<file path="src/rtl/fcvt_s_w_seq_if.sv">
// Start/done handshake bundle for the sequential int32 -> binary32 converter.
// Optional build macro: FCVT_FLAGS_EN adds the inexact flag fflags_nx.
interface fcvt_s_w_seq_if;
  logic        Fcvt_en;
  logic [31:0] read_data1;
  logic [31:0] cvtdata_out;
  logic        busy;
  logic        done;
`ifdef FCVT_FLAGS_EN
  logic        fflags_nx;
`endif

  modport master (
    output Fcvt_en,
    output read_data1,
    input  cvtdata_out,
    input  busy,
    input  done
`ifdef FCVT_FLAGS_EN
    ,
    input  fflags_nx
`endif
  );

  modport slave (
    input  Fcvt_en,
    input  read_data1,
    output cvtdata_out,
    output busy,
    output done
`ifdef FCVT_FLAGS_EN
    ,
    output fflags_nx
`endif
  );
endinterface

</file>
<file path="src/rtl/fcvt_s_w_seq.sv">
// Sequential FCVT.S.W: two's-complement int32 to IEEE-754 binary32.
// Normalises one bit per cycle, then rounds to nearest-even.
// Optional build macro: FCVT_FLAGS_EN adds fflags_nx (inexact), registered with the result.
module fcvt_s_w_seq #(
  parameter int unsigned EXP_BIAS = 127
) (
  input logic           clk,
  input logic           rst,
  fcvt_s_w_seq_if.slave bus
);

  // Exponent of a value whose leading one sits at bit 31.
  localparam logic [7:0] ExpStart = 8'(EXP_BIAS + 31);

  typedef enum logic [1:0] {StIdle, StNorm, StRound} state_e;

  state_e      state_q, state_d;
  logic        sign_q, sign_d;
  logic [31:0] mag_q, mag_d;
  logic [7:0]  exp_q, exp_d;
  logic        zero_q, zero_d;
  logic [31:0] res_q, res_d;
  logic        done_q, done_d;

  logic [22:0] frac;
  logic        guard_bit;
  logic        sticky_bit;
  logic        round_up;
  logic        carry;
  logic [22:0] frac_rnd;
  logic [7:0]  exp_rnd;
  logic        accept;

  assign accept = (state_q == StIdle) && bus.Fcvt_en;

  // Rounding datapath: only meaningful once mag_q is normalised (ROUND state).
  always_comb begin
    frac              = mag_q[30:8];
    guard_bit         = mag_q[7];
    sticky_bit        = |mag_q[6:0];
    round_up          = guard_bit & (sticky_bit | frac[0]);
    {carry, frac_rnd} = {1'b0, frac} + 24'(round_up);
    exp_rnd           = exp_q + 8'(carry);
  end

  // Next-state and datapath updates for the IDLE -> NORM -> ROUND sequence.
  always_comb begin
    state_d = state_q;
    sign_d  = sign_q;
    mag_d   = mag_q;
    exp_d   = exp_q;
    zero_d  = zero_q;
    res_d   = res_q;
    done_d  = 1'b0;
    unique case (state_q)
      StIdle: begin
        if (bus.Fcvt_en) begin
          sign_d  = bus.read_data1[31];
          // 0x80000000 negates to itself, which is the correct unsigned magnitude.
          mag_d   = bus.read_data1[31] ? (~bus.read_data1 + 32'd1) : bus.read_data1;
          exp_d   = ExpStart;
          zero_d  = 1'b0;
          state_d = StNorm;
        end
      end
      StNorm: begin
        if (mag_q == 32'd0) begin
          zero_d  = 1'b1;
          state_d = StRound;
        end else if (mag_q[31]) begin
          state_d = StRound;
        end else begin
          mag_d = {mag_q[30:0], 1'b0};
          exp_d = exp_q - 8'd1;
        end
      end
      StRound: begin
        res_d   = zero_q ? 32'd0 : {sign_q, exp_rnd, frac_rnd};
        done_d  = 1'b1;
        state_d = StIdle;
      end
      default: state_d = StIdle;
    endcase
  end

  // State and datapath registers with synchronous reset.
  always_ff @(posedge clk) begin
    if (rst) begin
      state_q <= StIdle;
      sign_q  <= 1'b0;
      mag_q   <= 32'd0;
      exp_q   <= 8'd0;
      zero_q  <= 1'b0;
      res_q   <= 32'd0;
      done_q  <= 1'b0;
    end else begin
      state_q <= state_d;
      sign_q  <= sign_d;
      mag_q   <= mag_d;
      exp_q   <= exp_d;
      zero_q  <= zero_d;
      res_q   <= res_d;
      done_q  <= done_d;
    end
  end

`ifdef FCVT_FLAGS_EN
  logic nx_q;

  // Inexact flag: cleared on accept, loaded with the discarded bits at ROUND.
  always_ff @(posedge clk) begin
    if (rst) begin
      nx_q <= 1'b0;
    end else if (accept) begin
      nx_q <= 1'b0;
    end else if (state_q == StRound) begin
      nx_q <= guard_bit | sticky_bit;
    end
  end

  assign bus.fflags_nx = nx_q;
`else
  logic unused_accept;
  assign unused_accept = accept;
`endif

  assign bus.cvtdata_out = res_q;
  assign bus.busy        = (state_q != StIdle);
  assign bus.done        = done_q;

endmodule

</file>
<file path="src/flat_wrapper.sv">
// flat-port wrapper written by rule: the top's interface ports become plain ports
module fcvt_s_w_seq_flat 
#(
  parameter int unsigned EXP_BIAS = 127
)
  (clk, rst, bus_Fcvt_en, bus_read_data1, bus_cvtdata_out, bus_busy, bus_done);
  fcvt_s_w_seq_if bus_i ();
  input logic clk;
  input logic rst;
  input wire logic [$bits(bus_i.Fcvt_en)-1:0] bus_Fcvt_en;
  input wire logic [$bits(bus_i.read_data1)-1:0] bus_read_data1;
  output wire logic [$bits(bus_i.cvtdata_out)-1:0] bus_cvtdata_out;
  output wire logic [$bits(bus_i.busy)-1:0] bus_busy;
  output wire logic [$bits(bus_i.done)-1:0] bus_done;
  assign bus_i.Fcvt_en = bus_Fcvt_en;
  assign bus_i.read_data1 = bus_read_data1;
  assign bus_cvtdata_out = bus_i.cvtdata_out;
  assign bus_busy = bus_i.busy;
  assign bus_done = bus_i.done;
  fcvt_s_w_seq #(.EXP_BIAS(EXP_BIAS)) u_core (.clk(clk), .rst(rst), .bus(bus_i));
endmodule
</file>
<file path="config.mk">
export PLATFORM = sky130hd
export DESIGN_NAME = fcvt_s_w_seq_flat
export DESIGN_NICKNAME = d
export VERILOG_FILES = /design/src/rtl/fcvt_s_w_seq_if.sv /design/src/rtl/fcvt_s_w_seq.sv /design/src/flat_wrapper.sv
export SDC_FILE = /design/constraint.sdc
export NUM_CORES = 1
export LEC_CHECK = 0
export ABC_AREA = 1
export BUFFER_PORTS_ARGS = -buffer_cell sky130_fd_sc_hd__clkbuf_2
export CORE_MARGIN = 10
export CORE_UTILIZATION = 50
export CTS_BUF_LIST = sky130_fd_sc_hd__clkbuf_4 sky130_fd_sc_hd__clkbuf_8 sky130_fd_sc_hd__clkbuf_16
export CTS_CLUSTER_DIAMETER = 60
export CTS_CLUSTER_SIZE = 20
export DETAILED_ROUTE_END_ITERATION = 7
export PLACE_DENSITY = 0.76
export SLEW_MARGIN = 5
export SYNTH_ARGS = -nofsm -noshare
export SYNTH_HDL_FRONTEND = slang
export SYNTH_SLANG_ARGS = --single-unit
</file>
<file path="constraint.sdc">
create_clock -name clk -period 3.47 [get_ports clk]
set_input_delay 0 -clock clk [delete_from_list [all_inputs] [get_ports clk]]
set_output_delay 0 -clock clk [all_outputs]
set_load 0.03 [all_outputs]
</file>
# Word level (Yosys, flattened, before mapping)
# Index checks and enable logic that the tools add are counted.
# word_totals
out_inout_bits,34
input_bits,35
mem_count,0
latchBits,0
register_bits,77
ramBits,0
mem_bits_ro,0
# op_classes
n_addsub,4
reduce_logical,10
order_cmp,0
div_mod_pow,0
n_shift,0
bitwise_logic,3
eq_ne,7
mux,18
multipliers,0
# ops
cell,count
$mux W32,5
$pmux W32 S2,1
$add A32 B1 Y32 const B,1
$logic_not A32 Y1,1
$not A32 Y32,1
$add A23 B1 Y24,1
$mux W8,3
$pmux W8 S2,1
$add A8 B1 Y8,1
$sub A8 B1 Y8 const B,1
$reduce_or A7 Y1,1
$mux W2,3
$ne A2 B2 Y1 const B,3
$reduce_and A3 Y1,2
$pmux W2 S2,1
$reduce_and A2 Y1,2
$reduce_and A4 Y1,1
$reduce_bool A2 Y1,2
$mux W1,3
$ne A3 B1 Y1 const B,1
$eq A2 B1 Y1 const B,1
$eq A2 B2 Y1 const B,1
$logic_not A2 Y1,1
$ne A2 B1 Y1 const B,1
3 further kinds,3

# Depth between registers and ports, before layout
# Gate-level depths: netlist of run 1.
# depth
ltp_word,6
mapped_depth,16

# Worst setup path after synthesis of run 1
# OpenSTA, ideal clock, no wires.
# synth_timing
path_type,register -> register
startpoint,register u_core.mag_q[10]
endpoint,register u_core.res_q[30] (netlist: u_core.bus.cvtdata_out[30])
arrival_ps,2206
stages_incl_launch_ff,17
required_ps,3400
path_slack_ps,1194
path_buffers,0
path_cell_list,dfxtp_1 inv_1 nor3_2 nand2_1 nor2_2 nand3_1 nor2_1 nand4_1 nor2_1 ha_1 nand3_1 nor2_1 and3_1 inv_1 a21oi_1 o21ai_0 a21oi_1
# synth_between
elab_chain_cells,3
# synth_rtl
item,line,source
start: declaration,fcvt_s_w_seq.sv:19,"logic [31:0] mag_q, mag_d;"
start signal: assignment,fcvt_s_w_seq.sv:99,mag_q <= mag_d;
$add A23 B1 Y24,fcvt_s_w_seq.sv:42,"{carry, frac_rnd} = {1'b0, frac} + 24'(round_up);"
$add A8 B1 Y8,fcvt_s_w_seq.sv:43,exp_rnd = exp_q + 8'(carry);
$mux W32,fcvt_s_w_seq.sv:78,"res_d = zero_q ? 32'd0 : {sign_q, exp_rnd, frac_rnd};"
end signal: assignment,fcvt_s_w_seq.sv:102,res_q <= res_d;
end: declaration,fcvt_s_w_seq.sv:22,"logic [31:0] res_q, res_d;"
# No other way between the ends.
# A chain may end at the register's enable or synchronous reset.

# Final worst setup path of run 1
# Ends and elaborated chain as after synthesis.

==> results of run 1 <==
[registers in the layout, indices dropped and copies added (netlist names)]
register,flops
u_core.bus.cvtdata_out,32
u_core.mag_q,32
u_core.exp_q,8
u_core.state_q,2
u_core.bus.done,1
u_core.sign_q,1
u_core.zero_q,1
[logic make-up (layout without fill, tap and decap cells)]
family,count (synthesis),in the layout
adder cells (fa/ha/maj),5,5
buffers and inverters,121,176
AO/OA/AOI/OAI,147,147
XOR/XNOR,4,4
flip-flops,77,77
AND/OR/NAND/NOR,476,476
[area by class of cell]
cell class	instances	area (um2)	share of cell area
repair buffers	73	383	0.0679
clock inverters	5	60.1	0.0106
flip-flops and latches	77	1540	0.273
multi-input cells	632	3020	0.536
clock buffers	10	138	0.0244
inverters	88	330	0.0586
well taps	133	166	0.0295
[path summary, 6_finish.rpt]
kind | start | cells past startpoint | to
worst max-delay path | u_core.mag_q[10] | 16 | u_core.bus.cvtdata_out[30]
worst min-delay path | bus_read_data1[29] | 4 | u_core.mag_q[29]
worst max register to register | u_core.mag_q[10] | 16 | u_core.bus.cvtdata_out[30]
worst min register to register | u_core.bus.cvtdata_out[13] | 2 | u_core.bus.cvtdata_out[13]
[per-stage QoR]
stage	utilization	worst slack (ns)
after CTS	0.574	0.721
after floorplan	-	1.19
final	0.574	0.712
after detailed placement	0.552	0.742
after global routing	0.574	0.379
after global placement	0.552	0.841
[metal layers]
metal | global-route usage | vias up | routed length (um)
li1 | - | 2800 | -
met5 | 0 | - | 0
met3 | 0.0326 | 17 | 798
met2 | 0.280 | 163 | 5790
met4 | 0.0626 | 0 | 223
met1 | 0.257 | 2317 | 6860
[worst max-delay path: stages (launching register included)]
cell and delay [ns]:
dfxtp_1 0.46, inv_1 0.11, nor3_2 0.24, nand2_1 0.12, nor2_2 0.15, nand3_1 0.10, nor2_1 0.17, nand4_1 0.12
nor2_1 0.16, ha_1 0.19, nand3_1 0.14, nor2_1 0.19, and3_1 0.17, inv_1 0.06, a21oi_1 0.11, o21ai_0 0.10
a21oi_1 0.12
[layout by cell type (no fill, tap or decap), types with 2 or more instances in the layout]
cell,netlist,final
inv_2,10,10
ha_1,5,5
and3_1,2,2
nor3_2,3,3
nand3b_1,8,8
nor3_1,9,9
dfxtp_1,77,77
o211ai_1,6,6
nor2_1,142,142
buf_4,0,3
nand3_2,6,6
clkbuf_2,1,68
nor2_2,6,6
a31oi_1,2,2
nand3_1,57,57
inv_1,78,78
nor2_4,9,9
clkbuf_8,0,10
nand2_2,3,3
dlygate4sd3_1,0,2
nand2_1,207,207
xor2_1,4,4
a21oi_1,70,70
o21ai_0,43,43
o21ai_1,12,12
or2_2,3,3
o22ai_1,9,9
nand4_1,16,16
[power groups by stage]
stage | sequential [mW] | clock [mW] | combinational, mW
after global placement | 1.05 | 0 | 0.493
after detailed placement | 1.05 | 0 | 0.496
after global routing | 1.04 | 0.737 | 0.579
after CTS | 1.03 | 0.700 | 0.501
after floorplan | 1.03 | 0 | 0.404
final | 1.03 | 0.694 | 0.506
[timing repair]
action                                 4_1_cts  5_1_grt
endpoints found under the hold margin        2        0
hold buffers                                 2        0
setup endpoints to repair                    0        0
==> flow_summary.ini, run 1 <==
[routing]
wl_per_cell_um = 13.4
wl_um = 13700
drtIter0Drc = 496
drc = 0
drt-pass1-iter-count = 5
antenna_left = 0
avgViaCountPerCell = 5.20
vias = 5297

[timing]
fin_crit_sh = 0.795
slew_viol_final = 0
hold_violations = 0
fmax_mhz = 363
holdWs_ns = 0.0282
fin_crit_ns = 2.76
fin_skew_ns = 0.0105
relSlewSlack = 0.365
fin_setup_tns_ns = 0
grt_setup_unrepaired = no
setup_viol = 0
worst_pin_slew_ns = 0.951

[power]
power.leakage_nw = 2.49
power_switching_share = 0.344
p_comb_frac = 0.227
p_seq_frac = 0.462
p_sw_mw = 0.768
power_mw = 2.23
pwr-share-clk = 0.311
vdd.ir_drop.worst_mv = 0.183
intPower_mw = 1.46
p_per_area_mw_per_mm2 = 395

[setup_path]
path_max_fanout = 7
path_class = flop to flop
crit_arrival_ns = 3.05
crit_required_ns = 3.76
r2r_slack_ns = 0.71
start_kind = flop
endpoint_kind = flop

[synth]
synthMostInstantiatedCell = nand2_1
synth_seq_cells = 77
synthXorXnorAreaFrac = 0.00689
synth_top_family_by_area = simple AND/OR/NAND/NOR gates
netlist_top_cells_count = 207 x nand2_1, 142 x nor2_1, 78 x inv_1
synthSimpleGateAreaFrac = 0.422
ys_top_cells_by_area = dfxtp_1 30%, nand2_1 15%, nor2_1 10%
synth_compound_area_frac = 0.154
synth_fp_nets = 870
synth_warnings = 0
async_flop_share = 0
netlist_instances = 830
yosys.area.top_type = dfxtp_1
synth_edf_count = 0
yosysTopAreaCellShare = 0.303
ys_types = 39
ys_seq_area_frac = 0.303
yosys_most_used_dff = dfxtp_1
synth.area.mux_share = 0
syn_area_per_cell_um2 = 6.12
synth_adder_area_share = 0.0123
netlist_area_mm2 = 0.00508

[clock_tree]
htreeDepth = 3
post_cts_buffers = 0
numClockSinks = 77
clk-insertion-delay-late_ns = 0.36
clk_root_buffer_cell = clkbuf_8
cts_resized = 0
ctsLongestPathBuffers = 2
clk_pin_slew_ns = 0.09
cts_buffers = 9
cts_tree = yes

[final_layout]
final_cells = 1018
fillers = 1056
num-nets-final = 921
antenna_cells = 0
layout-drive-gt1-share = 0.148
syn_to_final_growth_pct = 11.0
fin_area_mm2 = 0.00564

[global_routing]
grt_max_degree = 45
grt.overflow.total = 0
grt_pass1_wl_um = 22700
grt_pass1_vias = 4759
antenna_found_initial = 0
grt_usage = 0.185

[placed_design]
dpl.hpwl_um = 10200
dpl.cell_count = 1001
post_dp_cell_area_mm2 = 0.00542
numPortBuffers = 68
gp_congestion = 0.906

[die]
die-area_mm2 = 0.0146
core_area_mm2 = 0.00982
ios = 69
fp.dieH_um = 121
num_rows = 36
dieWidth_um = 121
start_util = 0.518

[job]
max-cap-violations = 0

[min_path]
hp-class = primary input to flop

[run_status]
status = finished, final reports clean
Power figures use the tool's default switching activity.
==> run 2: changes to the inputs <==
==> constraint.sdc (replaced) <==
create_clock -name clk -period 2.6 [get_ports clk]
set_input_delay 0 -clock clk [delete_from_list [all_inputs] [get_ports clk]]
set_output_delay 0 -clock clk [all_outputs]
set_load 0.03 [all_outputs]
==> flow_summary.ini, run 2 (same netlist as run 1, synthesis figures left out) <==
[final_layout]
layout_commonest_cell = nand2_1
layout-drive-gt1-share = 0.175
fin_util = 0.592
fillers = 1017
num-nets-final = 936
syn_to_final_growth_pct = 14.5
seq_area_mm2 = 0.00155
final_cells = 1034
antenna_cells = 0
final_cell_mix = 206 x nand2_1, 139 x nor2_1, 77 x inv_1
multi_input_area_mm2 = 0.00307

[placed_design]
place_ws_ns = 0.0447
dpl.hpwl_um = 10500
gp_congestion = 0.930
dpl.cell_count = 1008
numPortBuffers = 68

[setup_path]
crit_arrival_ns = 2.76
cp_slowest_stage_delay_ns = 0.35
crit_path_frequent_cell = nor2_2
cp_num_buf_inv = 1
crit_family = simple AND/OR/NAND/NOR gates
path_class = flop to flop
endpoint_kind = flop
path_max_fanout = 3
start_kind = flop
crit_path_top_delay_cell = dfxtp_4
crit_required_ns = 2.90
crit_chain = nand2_2 > nor3_2 > nand2_1 > nor2_2 > nand3_2 > nor2_2 > nand4_1 > nor2_2 > ha_2 > nand3_4 > nor2_4 > and3_4 > inv_2 > a21oi_2 > o21ai_1 > a21oi_1

[clock_tree]
ctsLongestPathBuffers = 2
numClockSinks = 77
cts_tree = yes
htreeDepth = 3
clk_pin_slew_ns = 0.08
clk_root_buffer_cell = clkbuf_8
cts_buffers = 9
clk-insertion-delay-late_ns = 0.37

[routing]
wl_per_cell_um = 13.6
drtIter0Drc = 386
avgViaCountPerCell = 5.28
wl_um = 14100
vias = 5455
drt-pass1-iter-count = 5
antenna_left = 0
drc = 0

[global_routing]
grt_max_degree = 45
antenna_found_initial = 0
grt_pass1_vias = 5006
grt_usage = 0.195
grt.overflow.total = 0
grt_pass1_wl_um = 23900

[die]
die-area_mm2 = 0.0146
dieWidth_um = 121
ios = 69
start_util = 0.518
core_area_mm2 = 0.00982
fp.dieH_um = 121
num_rows = 36

[power]
p_per_area_mw_per_mm2 = 522
power_switching_share = 0.348
p_sw_mw = 1.06
vdd.ir_drop.worst_mv = 0.263
intPower_mw = 1.98
pwr-share-clk = 0.313
p_seq_frac = 0.450
power.leakage_nw = 2.57
p_comb_frac = 0.237

[timing]
holdWs_ns = 0.0152
worst_pin_slew_ns = 0.985
grt_setup_unrepaired = yes
fin_crit_sh = 0.948
postLayoutSetupSlackWorst_ns = 0.136
fmax_mhz = 406
fin_crit_ns = 2.46
fin_skew_ns = 0.0117
slew_viol_final = 0
hold_violations = 0
relSlewSlack = 0.342
setup_viol = 0

[min_path]
hp-class = primary input to flop

[run_status]
status = finished, final reports clean

[job]
max-cap-violations = 0
## run 2: final timing paths
check             slack (ns)                      start                    endpoint  cells after the start
setup / recovery        0.14            u_core.mag_q[8]  u_core.bus.cvtdata_out[30]                     16
hold / removal          0.02         bus_read_data1[24]            u_core.mag_q[24]                      4
setup reg to reg        0.14            u_core.mag_q[8]  u_core.bus.cvtdata_out[30]                     16
hold reg to reg         0.47  u_core.bus.cvtdata_out[4]   u_core.bus.cvtdata_out[4]                      2
## run 2: area by class of cell
type	count	share of cell area
multi-input cells	632	0.527
repair buffers	88	0.0860
well taps	133	0.0286
clock inverters	6	0.0118
clock buffers	10	0.0237
flip-flops and latches	77	0.266
inverters	88	0.0568
## run 2: what timing repair did
| item | 4_1_cts | 5_1_grt |
|---|---|---|
| resized for setup | 0 | 18 |
| hold endpoints to repair | 4 | 0 |
| endpoints found under the setup margin | 0 | 4 |
| setup buffers | 0 | 6 |
| hold buffers | 4 | 0 |
## run 2: layer usage
layer | up-vias | track usage | wire (um)
met1 | 2438 | 0.263 | 6860
li1 | 2829 | - | -
met2 | 170 | 0.300 | 6070
met4 | 0 | 0.0807 | 266
met3 | 18 | 0.0326 | 862
met5 | - | 0 | 0
## run 2: power groups by stage
| stage | logic, mW | clock network (mW) | registers, mW |
|---|---|---|---|
| global route | 0.823 | 0.997 | 1.38 |
| CTS | 0.703 | 0.961 | 1.36 |
| global placement | 0.689 | 0 | 1.39 |
| floorplan | 0.540 | 0 | 1.37 |
| finish | 0.721 | 0.951 | 1.37 |
| detailed placement | 0.693 | 0 | 1.39 |
## run 2: per-stage QoR
step / power [mW] / setup TNS (ns) / area, um2
after global placement: 2.07 / 0 / 5480
final: 3.04 / 0 / 5820
after detailed placement: 2.08 / 0 / 5480
after floorplan: 1.91 / 0 / 5080
after global routing: 3.20 / -0.230 / 5820
after CTS: 3.03 / 0 / 5720
## run 2: worst min-delay path: cells and delay by family
kind                   cells  cell delay [ns]
and+or+nand+nor            2             0.16
buffers and inverters      1             0.11
AOI/OAI and AO/OA          1             0.07
